[config.mk]
export PLATFORM = sky130hd
export DESIGN_NAME = hazard_stall_ctrl
export DESIGN_NICKNAME = d
export VERILOG_FILES = /design/src/rtl/hazard_stall_ctrl.sv
export SDC_FILE = /design/constraint.sdc
export NUM_CORES = 1
export LEC_CHECK = 0
export ABC_AREA = 1
export BUFFER_PORTS_ARGS = -buffer_cell sky130_fd_sc_hd__buf_2
export CORE_MARGIN = 3
export CORE_UTILIZATION = 54
export DETAILED_ROUTE_END_ITERATION = 8
export GPL_ROUTABILITY_DRIVEN = 0
export PLACE_DENSITY = 0.8
export SYNTH_ARGS = -nofsm -noshare
export SYNTH_HDL_FRONTEND = slang
export SYNTH_SLANG_ARGS = --single-unit
[constraint.sdc]
create_clock -name clk -period 3 [get_ports clk]
set_input_delay 0.9 -clock clk [delete_from_list [all_inputs] [get_ports clk]]
set_output_delay 0.9 -clock clk [all_outputs]
set_load 0.1 [all_outputs]
[src/rtl/hazard_stall_ctrl.sv]
// Pipeline sequencing controller: load-use / MDU stalls, branch and jump flushes, MDU scheduling.
// Latency: flush/stall/PC controls are combinational; Md_Busy, Md_Done and Stall_Count are registered.
// Backpressure: a stall holds PC and IF/ID and injects a bubble into EX until the hazard clears.
module hazard_stall_ctrl #(
  parameter int MULT_CYCLES = 4,
  parameter int DIV_CYCLES  = 33,
  parameter int CNT_W       = 6,
  parameter int STALL_W     = 32
) (
  input  logic               clk,
  input  logic               reset,
  input  logic [4:0]         ID_rs,
  input  logic [4:0]         ID_rt,
  input  logic               ID_UsesRs,
  input  logic               ID_UsesRt,
  input  logic               ID_Jump,
  input  logic               ID_MdStart,
  input  logic               ID_MdIsDiv,
  input  logic               ID_MdRead,
  input  logic               EX_MemRead,
  input  logic [4:0]         EX_Write_register,
  input  logic               EX_BranchTaken,
  output logic               PC_Write,
  output logic               IF_ID_Write,
  output logic               IF_Flush,
  output logic               ID_Flush,
  output logic               Md_Start,
  output logic               Md_Busy,
  output logic               Md_Done,
  output logic [STALL_W-1:0] Stall_Count
);

  typedef enum logic {IDLE, BUSY} md_state_e;

  // Countdown reload values: busy lasts N cycles, counting N-1 down to 0.
  localparam logic [CNT_W-1:0] MULT_LD = CNT_W'(MULT_CYCLES - 1);
  localparam logic [CNT_W-1:0] DIV_LD  = CNT_W'(DIV_CYCLES - 1);

  md_state_e          state_q, state_d;
  logic [CNT_W-1:0]   cnt_q, cnt_d;
  logic               done_q, done_d;
  logic [STALL_W-1:0] stall_cnt_q, stall_cnt_d;
  logic               lu, md;

  assign Md_Busy     = (state_q == BUSY);
  assign Md_Done     = done_q;
  assign Stall_Count = stall_cnt_q;

  // Hazard detection: load-use against a non-zero destination, or MDU access while busy.
  always_comb begin
    lu = EX_MemRead && (EX_Write_register != 5'd0) &&
         ((ID_UsesRs && (ID_rs == EX_Write_register)) ||
          (ID_UsesRt && (ID_rt == EX_Write_register)));
    md = Md_Busy && (ID_MdRead || ID_MdStart);
  end

  // Pipeline control priority: reset, taken branch, stall, jump, normal flow.
  always_comb begin
    PC_Write    = 1'b1;
    IF_ID_Write = 1'b1;
    IF_Flush    = 1'b0;
    ID_Flush    = 1'b0;
    if (!reset) begin
      PC_Write    = 1'b0;
      IF_ID_Write = 1'b0;
      ID_Flush    = 1'b1;
    end else if (EX_BranchTaken) begin
      IF_Flush = 1'b1;
      ID_Flush = 1'b1;
    end else if (lu || md) begin
      PC_Write    = 1'b0;
      IF_ID_Write = 1'b0;
      ID_Flush    = 1'b1;
    end else if (ID_Jump) begin
      IF_Flush = 1'b1;
    end
  end

  // MDU scheduler: a start issues only from IDLE and only when ID is not squashed or stalled.
  // Busy state ignores taken branches since the in-flight op is older than the branch.
  always_comb begin
    state_d  = state_q;
    cnt_d    = cnt_q;
    done_d   = 1'b0;
    Md_Start = 1'b0;
    case (state_q)
      IDLE: begin
        if (reset && ID_MdStart && !EX_BranchTaken && !lu) begin
          Md_Start = 1'b1;
          state_d  = BUSY;
          cnt_d    = ID_MdIsDiv ? DIV_LD : MULT_LD;
        end
      end
      BUSY: begin
        if (cnt_q == '0) begin
          state_d = IDLE;
          done_d  = 1'b1;
        end else begin
          cnt_d = cnt_q - CNT_W'(1);
        end
      end
      default: state_d = IDLE;
    endcase
  end

  // Saturating count of cycles in which the PC did not advance.
  always_comb begin
    stall_cnt_d = stall_cnt_q;
    if (!PC_Write && (stall_cnt_q != '1)) begin
      stall_cnt_d = stall_cnt_q + STALL_W'(1);
    end
  end

  // State, countdown, done pulse and performance counter registers.
  always_ff @(posedge clk or negedge reset) begin
    if (!reset) begin
      state_q     <= IDLE;
      cnt_q       <= '0;
      done_q      <= 1'b0;
      stall_cnt_q <= '0;
    end else begin
      state_q     <= state_d;
      cnt_q       <= cnt_d;
      done_q      <= done_d;
      stall_cnt_q <= stall_cnt_d;
    end
  end

endmodule
# Word-level counts from Yosys, hierarchy flattened

Cells that the tools add are included.

Latch bits: 0
Input bits: 25
Memories kept: 0
Bits in writable memories: 0
Memory bits (read-only): 0
Register bits after elaboration: 40
Word-level logic and storage cells: 50
Output and inout port bits: 39

Reduce and logical (&&, ||, !) cells: 18
Div/mod/pow operators: 0
Magnitude comparators: 0
$add $sub $neg: 2
Equality and inequality tests: 5
Muxes and demuxes: 20
Shifts and indexed selects: 0
Bitwise logic cells: 1
$mul: 0

Operators with widths:

| kind                  | number |
|---|---|
| $add 32x1->32 const B | 1 |
| $ne 32x32->1 const B  | 1 |
| $mux 6                | 3 |
| $mux 1                | 15 |
| $pmux 6 s2            | 1 |
| $eq 5x5->1            | 2 |
| $logic_and 1x1->1     | 9 |
| $logic_not 6->1       | 1 |
| $sub 6x1->6 const B   | 1 |
| $reduce_bool 5->1     | 1 |
| $ne 2x2->1 const B    | 2 |
| $logic_not 1->1       | 3 |
| $logic_or 1x1->1      | 3 |
| $pmux 1 s2            | 1 |
| $reduce_and 2->1      | 1 |
| $not 1->1             | 1 |

# Longest topological paths before layout

Gate-level depths: netlist (run 1).

Word-level depth: 10
Mapped depth: 14

# Worst setup path before layout (run 1)

OpenSTA, ideal clock, no wires.

Path kind: input to output
Start point: input EX_Write_register[2]
End point: output IF_Flush
Slack: -0.909 ns
Arrival time: 3.009 ns
Stages on the path: 10
Path buffers: 1
Cell sequence: inv_1 > nand4_1 > o21ai_0 > inv_1 > nand2_1 > nand2_1 > nand2_1 > nand2_2 > buf_1 > nor2_1

Cells in the longest elaborated chain, start to end: 8

RTL lines:

| element                                     | RTL line | text |
|---|---|---|
| from (decl)                                 | 21       | `input logic [4:0] EX_Write_register,` |
| $eq 5x5->1, on equally long branches        | 52, 53   |  |
| $logic_and 1x1->1, on equally long branches | 52, 53   |  |
| $logic_or 1x1->1                            | 52       | `((ID_UsesRs && (ID_rs == EX_Write_register)) \|\|` |
| $logic_and 1x1->1 (*)                       | 51       | `lu = EX_MemRead && (EX_Write_register != 5'd0) &&` |
| $logic_or 1x1->1 (*)                        | 70       | `end else if (lu \|\| md) begin` |
| $mux 1 (*)                                  | 70       |  |
| $mux 1 (*)                                  | 67       | `end else if (EX_BranchTaken) begin` |
| $mux 1 (*)                                  | 63       | `if (!reset) begin` |
| to (decl)                                   | 25       | `output logic IF_Flush,` |

Mark *: on every way between the ends. The rest lies on a longest branch, timed or not.

# Final worst setup path (run 1)

Start point: input ID_rt[4]
End point: output PC_Write

Cells in the longest elaborated chain, start to end: 8

RTL lines:

| element           | RTL line | text |
|---|---|---|
| from (decl)       | 13       | `input logic [4:0] ID_rt,` |
| $eq 5x5->1        | 53       | `(ID_UsesRt && (ID_rt == EX_Write_register)));` |
| $logic_and 1x1->1 | 53       |  |
| $logic_or 1x1->1  | 52       |  |
| $logic_and 1x1->1 | 51       |  |
| $logic_or 1x1->1  | 70       |  |
| $mux 1            | 70       |  |
| $mux 1            | 67       |  |
| $mux 1            | 63       |  |
| to (decl)         | 23       | `output logic PC_Write,` |

Every way passes these cells.

==> impl_metrics.ini, run 1 <==
[critical_path]
required_ps = 2100
criticalPathCategory = in -> out
start_kind = primary input
endpoint_kind = output port
arrival_ps = 2030
cp_max_fo = 3
r2r_cells = 10

[synth]
yosysWarnings = 0
yosysTopAreaCell = dfrtp_1
synth_area_leaders = dfrtp_1 36%, nand2_1 22%, nand3_1 7.8%
ys_seq_area_frac = 0.3626
ys_types = 26
avgSynthCellArea_um2 = 6.699
synth_cells = 412
synthesis.area_mm2 = 0.002760
yosys.area.top_type_share = 0.3626
synth.net_count = 439
ys_ff_latch = 40

[placed_design]
hpwlAfterDp_um = 5289
io_buffers = 63
dpl_worst_slack_ps = -21.09
placed_area_mm2 = 0.003248

[floorplanning]
num_rows = 25
die_w_um = 77.50
die_area_mm2 = 0.006005
initial_core_util = 0.5730
die_h_um = 77.50
num_io_pins = 64
core_area_mm2 = 0.004817

[power_and_ir_drop]
power.total_mw = 2.091
clockPowerShare = 0.210
p_leak_nw = 1.846
p_sw_mw = 0.9801
p_comb_frac = 0.442
irDropWorstVdd_v = 0.0004146
power_density_mw_per_mm2 = 613.7
pwr-share-seq = 0.348
p_sw_frac = 0.4687
internal_power_mw = 1.111

[drt]
drc = 0
wl_per_cell_um = 13.19
viasPerCell = 5.271
antenna_left = 0
firstDrtPassIters = 5
drt_iter0_markers = 278
routed-via-count = 2878
wl_um = 7202

[cells_and_area]
fin_area_mm2 = 0.003407
n_antenna_cell = 0
final_nets = 505
area_growth_pct = 23.44
drive_gt1_frac = 0.2171

[global_route]
antenna_found_initial = 0
grt_pass1_vias = 2611
gr-total-overflow = 0
grt_pass1_wl_um = 12020
grt_usage = 0.2445
grt_max_degree = 41

[clocking]
cts_buffers = 5
cts_tree = done
holdBufCountCts = 0
clk_pin_slew_ps = 80
clk_latency_ps = 300
clockRootBuffer = clkbuf_8
htreeDepth = 2
cts.sinks = 40
clockBufferDepth = 2

[sta]
final.min_clock_period_ps = 2934
rsz0062_at_grt = true
drv_slew = 0
finalSetupViolCount = 0
slew_headroom = 0.5969
worstMarginPinSlew_ps = 600.1
whs_ps = 536.8
clock_skew_ps = 6.177
period_share = 0.9781
timing.final.ws_setup_ps = 65.70
setup_tns_ps = 0
fmax_mhz = 340.8
hold_viol = 0

[min_path]
worst_hold_path_type = reg -> reg
whs_path_depth = 2

[outcome]
status = finished, final reports clean

[run]
drv_cap = 0
==> through the flow <==
step | std cells | utilization
2_1_floorplan | 412 | -
3_3_place_gp | 537 | 0.6743
3_5_place_dp | 537 | 0.6743
4_1_cts | 545 | 0.6977
5_1_grt | 546 | 0.7073
6_report | 546 | 0.7073
==> per-layer routing <==
layer	up-vias	track usage	wire, µm
li1	1430	-	-
met1	1314	0.3323	3148
met2	119	0.3955	3471
met3	15	0.04292	445
met4	0	0.08007	136
met5	-	0	0
==> cells by family (layout without fill, tap and decap cells) <==
family,after synthesis,in the layout,share of synthesized area
AND/OR/NAND/NOR,284,284,0.4402
AO/OA/AOI/OAI,7,7,0.01360
buffers and inverters,48,115,0.07616
flip-flops,40,40,0.3626
adder cells (fa/ha/maj),2,2,0.009065
XOR/XNOR,31,31,0.09837
==> cells in the mapped netlist (all sizes together) <==
library cell,number
nor4,2
o211ai,1
nor3,18
buf,10
nand2,165
or2,1
nor2,42
nand4,7
nand3b,1
o21ai,6
dfrtp,40
xnor2,11
nand3,45
nor3b,3
inv,38
xor2,20
ha,2
==> worst paths after layout <==
| path | to | slack (ps) | startpoint |
|---|---|---|---|
| min in group asynchronous | cnt_q[4] | 740 | reset |
| hold reg to reg | Stall_Count[31] | 540 | Stall_Count[31] |
| setup / recovery | PC_Write | 70 | ID_rt[4] |
| max in group asynchronous | Stall_Count[31] | 1920 | reset |
| setup reg to reg | Stall_Count[18] | 920 | Stall_Count[0] |
| hold / removal | Stall_Count[31] | 540 | Stall_Count[31] |
==> repair_timing <==
| item | CTS | global route |
|---|---|---|
| buffers inserted | 0 | 1 |
| endpoints found under the setup margin | 3 | 4 |
| resized for setup | 2 | 16 |
| pin swaps | 1 | 10 |
| gates cloned | 0 | 0 |
==> layout make-up <==
class,count,area [µm²]
Sequential cell,40,1001
Inverter,38,176.4
Fill cell,447,1410
Clock buffer,6,72.57
Tap cell,67,83.83
Timing Repair Buffer,69,471.7
Multi-Input combinational cell,324,1567
Clock inverter,2,35.03
==> state kept, by name, indices dropped and copies added, names as in the netlist <==
name / count
Stall_Count: 32
cnt_q: 6
Md_Done: 1
Md_Busy: 1
==> layout by cell type (no fill, tap or decap), types with 3 or more instances in the layout <==
cell	synthesis	routed
nand2_1	162	157
buf_2	3	51
nand3_1	43	43
dfrtp_1	40	40
nor2_1	41	39
inv_1	36	26
xor2_1	20	20
nor3_1	17	17
xnor2_1	11	11
nand2_2	3	8
buf_4	1	8
nand4_1	7	7
inv_2	2	6
o21ai_0	6	5
clkbuf_8	0	5
buf_6	3	5
buf_12	0	5
inv_8	0	3
nor2_2	1	3
==> power by group through the flow <==
stage	clock network (mW)	logic, mW	registers [mW]
after floorplan	0	0.416	1.05
after global placement	0	0.900	0.732
after detailed placement	0	0.910	0.736
after CTS	0.444	0.917	0.728
after global routing	0.477	0.997	0.744
final	0.439	0.924	0.728
==> critical path, stage by stage <==
cell and delay (ps):
buf_2 150, inv_8 30, nand2_2 50, nand2_1 50
nor2_1 90, nand3_1 80, nand2_1 60, nand2_1 60
nand2_1 50, nand2_1 60, nand2_2 120, clkinvlp_4 150
buf_12 190
No activity file was read; power rests on OpenSTA's default activity.
==> run 2, diff against run 1 <==
--- a/config.mk
+++ b/config.mk
@@ -8,10 +8,10 @@
 export ABC_AREA = 1
 export BUFFER_PORTS_ARGS = -buffer_cell sky130_fd_sc_hd__buf_2
 export CORE_MARGIN = 3
-export CORE_UTILIZATION = 54
+export CORE_UTILIZATION = 45
 export DETAILED_ROUTE_END_ITERATION = 8
 export GPL_ROUTABILITY_DRIVEN = 0
-export PLACE_DENSITY = 0.8
+export PLACE_DENSITY = 0.69
 export SYNTH_ARGS = -nofsm -noshare
 export SYNTH_HDL_FRONTEND = slang
 export SYNTH_SLANG_ARGS = --single-unit
==> run 2 against run 1 <==
- clock power down 16%
- sequential share of layout area down 0.54 points
- critical path type unchanged
- routed wire length down 0.90%
- total power down 2.9%
- core utilization down 9.9 points
- largest cell class unchanged
- non-clock buffer count up 1
- global-route usage down 3.7 points
- maximum frequency up 1.4%
- register-to-register slack worse by 130 ps
- flip-flop and latch count unchanged
- via count down 1.9%
==> impl_metrics.ini, run 2 (synthesized netlist as in run 1, its figures left out) <==
[clocking]
clk_pin_slew_ps = 70
clk_latency_ps = 290
cts_buffers = 5
clockRootBuffer = clkbuf_8
holdBufCountCts = 0
clockBufferDepth = 2
cts.sinks = 40
htreeDepth = 2
cts_tree = done
cts_setup_buffers = 0

[critical_path]
required_ps = 2100
cp_max_fo = 4
endpoint_kind = output port
arrival_ps = 1990
start_kind = primary input
cp_common_cell = nand2_1
slowest_stage = buf_12
path_cells = buf_6 > inv_4 > nand2_1 > nand2_1 > nor2_1 > nand3_1 > nand2_1 > nand2_2 > nand2_1 > nand2_1 > nand2_2 > clkinvlp_4 > buf_12
critPathBufInv = 4
cp_top_family = simple AND/OR/NAND/NOR gates
criticalPathCategory = in -> out
max_stage_delay_ps = 190

[drt]
wl_um = 7137
drc = 0
viasPerCell = 5.114
firstDrtPassIters = 4
drt_iter0_markers = 221
antenna_left = 0
wl_per_cell_um = 12.93
routed-via-count = 2823

[global_route]
gr-total-overflow = 0
grt_pass1_wl_um = 12140
grt_pass1_vias = 2635
antenna_found_initial = 0
grt_usage = 0.2076
grt_max_degree = 34

[floorplanning]
core_area_mm2 = 0.005709
num_rows = 27
die_w_um = 84.32
num_io_pins = 64
die_h_um = 84.32
initial_core_util = 0.4835
die_area_mm2 = 0.007109

[outcome]
status = finished, final reports clean

[sta]
worstMarginPinSlew_ps = 489.1
hold_viol = 0
drv_slew = 0
fmax_mhz = 345.6
final.min_clock_period_ps = 2893
rsz0062_at_grt = true
clock_skew_ps = 4.776
timing.final.ws_setup_ps = 106.8
finalSetupViolCount = 0
period_share = 0.9644
slew_headroom = 0.6714

[run]
drv_cap = 0

[cells_and_area]
layout_common_cells = 151 x nand2_1, 47 x buf_2, 43 x nand3_1
area_growth_pct = 25.75
final_common_cell = nand2_1
n_antenna_cell = 0
drive_gt1_frac = 0.2333
fin_cells = 552
final_util = 0.6079
largest_reg_flops = 32
final_nets = 506

[power_and_ir_drop]
irDropWorstVdd_v = 0.0005124
power_density_mw_per_mm2 = 585.0
p_leak_nw = 1.866

[placed_design]
dpl_worst_slack_ps = -4.017
placed_cells_incl_taps = 544
io_buffers = 63
hpwlAfterDp_um = 5458

[min_path]
worst_hold_path_type = reg -> reg
run 2: cell types whose count changed in the layout (fill, tap and decap cells not counted), moves of 2 or more:
cell | previous run | this run
nand2_1 | 157 | 151
nand2_2 | 8 | 14
buf_2 | 51 | 47
buf_8 | 0 | 4
buf_6 | 5 | 7
inv_4 | 1 | 3
run 2: power breakdown:
| group | switching [mW] | internal (mW) |
|---|---|---|
| logic | 0.689 | 0.247 |
| clock network | 0.187 | 0.184 |
| registers | 0.0982 | 0.626 |
run 2: tightest hold or removal path, stage by stage (launching register included):
cell and delay [ps]:
dfrtp_1 390, nand2_1 60, nand2_1 50
run 2: path summary, 6_finish.rpt:
kind | start | end | depth (start not counted) | slack [ps]
worst max-delay path | EX_Write_register[2] | PC_Write | 13 | 110
worst min-delay path | Stall_Count[31] | Stall_Count[31] | 2 | 540
worst max register to register | Stall_Count[0] | Stall_Count[22] | 9 | 790
worst min register to register | Stall_Count[31] | Stall_Count[31] | 2 | 540
max in group asynchronous | reset | Stall_Count[25] | 2 | 2080
min in group asynchronous | reset | Stall_Count[17] | 2 | 590
run 2: area by class of cell:
| class | instances | area, µm² |
|---|---|---|
| repair buffers | 70 | 526.8 |
| multi-input cells | 324 | 1579 |
| fillers | 552 | 2238 |
| clock inverters | 2 | 10.01 |
| flip-flops and latches | 40 | 1001 |
| clock buffers | 6 | 82.58 |
| well taps | 72 | 90.09 |
| inverters | 38 | 181.4 |
run 2: what timing repair did:
| item | in CTS | in global routing |
|---|---|---|
| pin swaps | 0 | 14 |
| hold endpoints to repair | 0 | 0 |
| setup endpoints to repair | 2 | 4 |
| resized for setup | 1 | 36 |
run 2: layer usage:
metal  global-route usage  part of all wire  vias to the layer above
met1               0.2828              0.45                     1294
met5                    0                 0                        -
met4              0.07456             0.024                        0
li1                     -                 -                     1432
met2               0.3293              0.47                       83
met3              0.03925             0.058                       14
run 2: stage by stage:
stage / hold WS (ps) / total power, mW / TNS (ps) / area [µm²]
after floorplan: 517.7 / 1.462 / -720.9 / 2824
after global placement: 518.6 / 1.642 / 0 / 3269
after detailed placement: 520.9 / 1.657 / -7.989 / 3269
after CTS: 540.2 / 2.031 / 0 / 3364
after global routing: 593.5 / 2.168 / -24.79 / 3471
final: 535.3 / 2.030 / 0 / 3471
